**config.mk**
```make
export PLATFORM = sky130hd
export DESIGN_NAME = timer_peripheral_flat
export DESIGN_NICKNAME = d
export VERILOG_FILES = /design/src/rtl/timer_peripheral_if.sv /design/src/rtl/timer_peripheral.sv /design/src/flat_wrapper.sv
export SDC_FILE = /design/constraint.sdc
export NUM_CORES = 1
export LEC_CHECK = 0
export BUFFER_PORTS_ARGS = -buffer_cell sky130_fd_sc_hd__buf_2
export CORE_UTILIZATION = 35
export DETAILED_ROUTE_END_ITERATION = 16
export PLACE_DENSITY = 0.65
export SYNTH_ARGS = -nofsm -noshare
export SYNTH_HDL_FRONTEND = slang
export SYNTH_SLANG_ARGS = --single-unit
export TNS_END_PERCENT = 5
```
**constraint.sdc**
```tcl
create_clock -name clk -period 3 [get_ports clk]
set_input_delay 0.3 -clock clk [delete_from_list [all_inputs] [get_ports clk]]
set_output_delay 0.3 -clock clk [all_outputs]
set_load 0.02 [all_outputs]
```
**src/rtl/timer_peripheral_if.sv**
```systemverilog
// Data-memory bus connection between single_cycle_core and timer_peripheral.
// The core drives the request side; the timer returns read data, hit and interrupt.
interface timer_peripheral_if;
    logic [31:0] iAddr;
    logic        iRead;
    logic        iWrite;
    logic [31:0] iWdata;
    logic [31:0] oRdata;
    logic        oHit;
    logic        oIrq;

    modport master (
        output iAddr,
        output iRead,
        output iWrite,
        output iWdata,
        input  oRdata,
        input  oHit,
        input  oIrq
    );

    modport slave (
        input  iAddr,
        input  iRead,
        input  iWrite,
        input  iWdata,
        output oRdata,
        output oHit,
        output oIrq
    );
endinterface

```
**src/rtl/timer_peripheral.sv**
```systemverilog
// Memory-mapped interval timer (TH/TL/TCON/PRE) with reload-on-overflow and level interrupt.
// Optional prescaler (PRE register and pcnt) is built only when TIMER_PRESCALE_EN is defined.
module timer_peripheral #(
    parameter logic [31:0] BASE_ADDR = 32'h40000000
) (
    input logic          clk,
    input logic          reset,
    timer_peripheral_if.slave bus
);

    logic        hit;
    logic [1:0]  sel;
    logic        wr_th, wr_tl, wr_tcon, wr_pre;
    logic        tick;
    logic        overflow;
    logic        irq_set;

    logic [31:0] th_q, th_d;
    logic [31:0] tl_q, tl_d;
    logic [2:0]  tcon_q, tcon_d;

    logic        unused_addr;
    assign unused_addr = ^bus.iAddr[1:0];

    assign hit     = (bus.iAddr[31:4] == BASE_ADDR[31:4]);
    assign sel     = bus.iAddr[3:2];
    assign wr_th   = bus.iWrite && hit && (sel == 2'd0);
    assign wr_tl   = bus.iWrite && hit && (sel == 2'd1);
    assign wr_tcon = bus.iWrite && hit && (sel == 2'd2);
    assign wr_pre  = bus.iWrite && hit && (sel == 2'd3);

`ifdef TIMER_PRESCALE_EN
    logic [15:0] pre_q, pre_d;
    logic [15:0] pcnt_q, pcnt_d;

    assign tick = tcon_q[0] && (pcnt_q == pre_q);

    always_comb begin
        pre_d  = pre_q;
        pcnt_d = pcnt_q;
        if (wr_pre) begin
            pre_d = bus.iWdata[15:0];
        end
        // A PRE write restarts the prescale period regardless of run state.
        if (wr_pre) begin
            pcnt_d = 16'd0;
        end else if (tcon_q[0]) begin
            pcnt_d = (pcnt_q == pre_q) ? 16'd0 : pcnt_q + 16'd1;
        end
    end

    always_ff @(posedge clk or negedge reset) begin
        if (!reset) begin
            pre_q  <= 16'd0;
            pcnt_q <= 16'd0;
        end else begin
            pre_q  <= pre_d;
            pcnt_q <= pcnt_d;
        end
    end
`else
    logic unused_wr_pre;
    assign unused_wr_pre = wr_pre;
    assign tick = tcon_q[0];
`endif

    always_comb begin
        th_d     = wr_th ? bus.iWdata : th_q;
        tl_d     = tl_q;
        overflow = 1'b0;
        // Bus write to TL takes priority over any increment or reload on the same edge.
        if (wr_tl) begin
            tl_d = bus.iWdata;
        end else if (tick) begin
            if (&tl_q) begin
                tl_d     = th_q;
                overflow = 1'b1;
            end else begin
                tl_d = tl_q + 32'd1;
            end
        end
    end

    assign irq_set = overflow && tcon_q[1];

    always_comb begin
        tcon_d = tcon_q;
        if (wr_tcon) begin
            tcon_d = bus.iWdata[2:0];
        end
        // Hardware set beats a simultaneous software clear so no interrupt is lost.
        if (irq_set) begin
            tcon_d[2] = 1'b1;
        end
    end

    always_ff @(posedge clk or negedge reset) begin
        if (!reset) begin
            th_q   <= 32'd0;
            tl_q   <= 32'd0;
            tcon_q <= 3'd0;
        end else begin
            th_q   <= th_d;
            tl_q   <= tl_d;
            tcon_q <= tcon_d;
        end
    end

    always_comb begin
        bus.oRdata = 32'd0;
        if (bus.iRead && hit) begin
            case (sel)
                2'd0:    bus.oRdata = th_q;
                2'd1:    bus.oRdata = tl_q;
                2'd2:    bus.oRdata = {29'd0, tcon_q};
`ifdef TIMER_PRESCALE_EN
                default: bus.oRdata = {16'd0, pre_q};
`else
                default: bus.oRdata = 32'd0;
`endif
            endcase
        end
    end

    assign bus.oHit = hit;
    assign bus.oIrq = tcon_q[2];

endmodule

```
**src/flat_wrapper.sv**
```systemverilog
// flat-port wrapper written by rule: the top's interface ports become plain ports
module timer_peripheral_flat 
#(
    parameter logic [31:0] BASE_ADDR = 32'h40000000
)
  (clk, reset, bus_iAddr, bus_iRead, bus_iWrite, bus_iWdata, bus_oRdata, bus_oHit, bus_oIrq);
  timer_peripheral_if bus_i ();
  input logic clk;
  input logic reset;
  input wire logic [$bits(bus_i.iAddr)-1:0] bus_iAddr;
  input wire logic [$bits(bus_i.iRead)-1:0] bus_iRead;
  input wire logic [$bits(bus_i.iWrite)-1:0] bus_iWrite;
  input wire logic [$bits(bus_i.iWdata)-1:0] bus_iWdata;
  output wire logic [$bits(bus_i.oRdata)-1:0] bus_oRdata;
  output wire logic [$bits(bus_i.oHit)-1:0] bus_oHit;
  output wire logic [$bits(bus_i.oIrq)-1:0] bus_oIrq;
  assign bus_i.iAddr = bus_iAddr;
  assign bus_i.iRead = bus_iRead;
  assign bus_i.iWrite = bus_iWrite;
  assign bus_i.iWdata = bus_iWdata;
  assign bus_oRdata = bus_i.oRdata;
  assign bus_oHit = bus_i.oHit;
  assign bus_oIrq = bus_i.oIrq;
  timer_peripheral #(.BASE_ADDR(BASE_ADDR)) u_core (.clk(clk), .reset(reset), .bus(bus_i));
endmodule
```
==> Implementation_results.wiki <==
{| class="wikitable"
! Metric !! Value
|-
| Outcome || completed
|-
| Worst endpoint data arrival time || 2.22 ns
|-
| #FFs+latches synth || 67
|-
| Die footprint || 12700 um2
|-
| NumNets Final || 624
|-
| Max frequency || 0.397 GHz
|-
| Number of hold-repair buffers added at the cts stage || 0
|-
| Biggest fanout along the worst timing path || 29
|-
| Delay of the slowest cell on the worst path || 0.39 ns
|-
| Worst slew margin relative to its limit || 0.414
|-
| Slowest cell on the critical path || sky130_fd_sc_hd__or2_4
|-
| Area of the core region || 12000 um2
|-
| Clock net sink count || 67
|-
| Top cell type by total area after synthesis || sky130_fd_sc_hd__dfrtp_1
|-
| Smallest hold slack || 0.164 ns
|-
| Count of buffer and inverter cells on the critical path || 2
|-
| Crit start category || input pin
|-
| Post-route ant nets || 0
|-
| Final hold violation count || 0
|-
| Most frequent cell after synthesis || sky130_fd_sc_hd__dfrtp_1
|-
| P&R area growth vs syn || 23.4%
|-
| I/O pin cnt || 102
|-
| Routed via count || 3896
|-
| Global-route wire length before repair || 20000 um
|-
| Filler instances || 1133
|-
| Number of cells produced by synthesis || 455
|-
| Congestion Overflow GR || 0
|-
| EDFF count, synth || 0
|-
| Post-route design area || 5290 um2
|-
| Transition at the pin with the smallest max-transition slack || 0.880 ns
|-
| Crit path kind || input pin to primary output
|-
| Sequential element share of the synthesized area || 0.391
|-
| Ordered list of cells on the worst path || buf_2, nor4b_1, nand4_1, nor3_4, nand2_1, or2_4, nor2_1, buf_2
|-
| DRT Wirelength || 12200 um
|-
| Yosys warning total || 0
|-
| Synthesized cell area || 4280 um2
|-
| Area of the multi-input gates || 2470 um2
|-
| GP Congestion || 0.837
|-
| Worst supply voltage drop on vdd || 0.177 mV
|-
| Final critical path time including I/O delays and setup || 2.52 ns
|-
| Final setup skew || 0.00645 ns
|-
| Site row count || 40
|-
| Initial cell density of the core || 0.358
|-
| Average footprint of a synthesized cell || 9.42 um2
|-
| Global Route Usage Sum || 0.200
|-
| Clock input transition at the sequential cells of the worst setup and hold paths || 0.06 ns
|-
| Dominant synthesized flop cell || sky130_fd_sc_hd__dfrtp_1
|-
| Die outline width || 113 um
|-
| Setup_tns || 0 ns
|-
| Y dimension of the die || 113 um
|-
| # Max-Cap Violations || 0
|-
| Count of input and output buffers || 99
|-
| Synth cell count leaders || 67 x sky130_fd_sc_hd__dfrtp_1, 59 x sky130_fd_sc_hd__nor2_1, 43 x sky130_fd_sc_hd__mux2i_1
|-
| Gates resized, CTS repair || 0
|-
| Antenna violations before repair || 0
|-
| Unrepaired setup endpoints after global routing || false
|-
| Library cell appearing most often on the critical path || sky130_fd_sc_hd__buf_2
|-
| Routed via count divided by cell count || 5.51
|-
| Clk_lat worst skew || 0.33 ns
|-
| Count of unique library cells instantiated by Yosys || 51
|-
| Pin count of the biggest net entering global routing || 68
|-
| Final setup vio count || 0
|-
| Post-detailed-route DRC marker count || 0
|-
| Power density of the placed cells || 396 nW/um2
|-
| Count of inserted antenna diode cells || 0
|-
| Root buffer selected by CTS || sky130_fd_sc_hd__clkbuf_16
|-
| Max-slew violation count || 0
|-
| Htree depth || 3
|-
| Reported leakage power || 2.46 nW
|-
| Share of the synthesized area in the top cell type || 0.391
|-
| Total clock buffers created by CTS || 9
|-
| Number of detailed-route iterations in the first pass || 7
|-
| Maximum number of buffers from clock root to sink || 2
|-
| Worst r2r path cells || 8
|-
| DP HPWL || 8580 um
|-
| Required time of the worst setup path || 2.70 ns
|-
| Biggest area contributors in the synthesized netlist || sky130_fd_sc_hd__dfrtp_1 39%, sky130_fd_sc_hd__mux2i_1 10%, sky130_fd_sc_hd__mux2_2 9.5%
|-
| Kind of end point of the critical path || primary output
|-
| Fraction of registers with async set or reset after synthesis || 1.00
|-
| Share of the clock period used by the worst path after layout || 0.839
|-
| Class of the worst hold path || input pin to asynchronous set/reset pin
|-
| Kind of cell with the highest combined delay on the critical path || simple AND/OR/NAND/NOR gates
|-
| Area occupied by registers || 1680 um2
|-
| Fraction of final layout cells with drive strength greater than 1 || 0.321
|-
| Vias in the first global route || 3953
|-
| Post-Place Cell Area || 4980 um2
|-
| Routed length per placed instance || 17.2 um
|-
| Mapped Nets || 524
|-
| Crit. path cell count || 8
|-
| Clock tree from TritonCTS || done
|-
| Total chip power || 2.09 mW
|-
| DRC violation total after the first TritonRoute iteration || 163
|-
| Number of setup buffers added after CTS || 0
|}
==> report_power, final <==
part           internal [mW]  switching (mW)
Sequential             0.904       0.0000506
Combinational         0.0488          0.0618
Clock                  0.649           0.431
==> worst register-to-register path, delay by kind of cell, from the launching register on <==
family                     cells  cell delay, ns
and+or+nand+nor                5            1.34
buffers and inverters          1            0.21
adders and majority gates      1            0.28
DFF                            1            0.46
AOI/OAI and AO/OA              1            0.08
==> per-layer routing <==
layer  vias to the layer above  track usage  share of wire
li1                       1868            -              -
met1                      1911        0.252           0.43
met2                       102        0.342           0.50
met3                        15       0.0362          0.047
met4                         0       0.0747          0.017
met5                         -            0              0
==> metrics by stage <==
step                      utilization  cells  setup slack, ns
after floorplan                     -    455            0.411
after global placement          0.416    691            0.328
after detailed placement        0.416    691            0.224
after CTS                       0.442    707            0.225
after global routing            0.442    707            0.212
final                           0.442    707            0.484
==> registers in the layout (all words and copies together) (netlist names) <==
name           count
u_core.th_q       32
u_core.tcon_q      3
u_core.tl_q       32
==> path summary, 6_finish.rpt <==
check	startpoint	end	slack (ns)
max in group asynchronous	reset	u_core.tl_q[10]	2.26
max	bus_iAddr[13]	bus_oRdata[20]	0.48
min reg2reg	u_core.th_q[12]	u_core.th_q[12]	0.53
max reg2reg	u_core.tl_q[0]	u_core.tl_q[17]	0.54
min	reset	u_core.tl_q[27]	0.16
min in group clk	bus_iWdata[18]	u_core.tl_q[18]	0.19
==> cell usage in the layout (no fill, tap or decap), types with 8 or more instances in the layout <==
master,count
sky130_fd_sc_hd__a21o_1,8
sky130_fd_sc_hd__a21oi_1,20
sky130_fd_sc_hd__buf_2,99
sky130_fd_sc_hd__buf_4,15
sky130_fd_sc_hd__clkbuf_16,9
sky130_fd_sc_hd__dfrtp_1,67
sky130_fd_sc_hd__mux2_2,36
sky130_fd_sc_hd__mux2i_1,43
sky130_fd_sc_hd__nand2_1,27
sky130_fd_sc_hd__nand3_1,12
sky130_fd_sc_hd__nand4_1,10
sky130_fd_sc_hd__nor2_1,59
sky130_fd_sc_hd__nor3_1,21
sky130_fd_sc_hd__nor4_1,9
sky130_fd_sc_hd__o21ai_0,20
sky130_fd_sc_hd__xnor2_1,12
==> kinds of logic after synthesis <==
family                   after synthesis  synth area share
AND/OR/NAND/NOR                      180             0.228
multiplexers                          80             0.198
AO/OA/AOI/OAI                         75             0.107
flip-flops                            67             0.391
buffers and inverters                 33            0.0345
XOR/XNOR                              19            0.0388
adder cells (fa/ha/maj)                1           0.00292
==> layout make-up <==
| type | count | share of cell area |
|---|---|---|
| clock buffers | 9 | 0.0426 |
| clock inverters | 7 | 0.0144 |
| inverters | 7 | 0.00497 |
| multi-input cells | 355 | 0.467 |
| flip-flops and latches | 67 | 0.317 |
| well taps | 147 | 0.0348 |
| repair buffers | 115 | 0.119 |
Power figures use the tool's default switching activity.
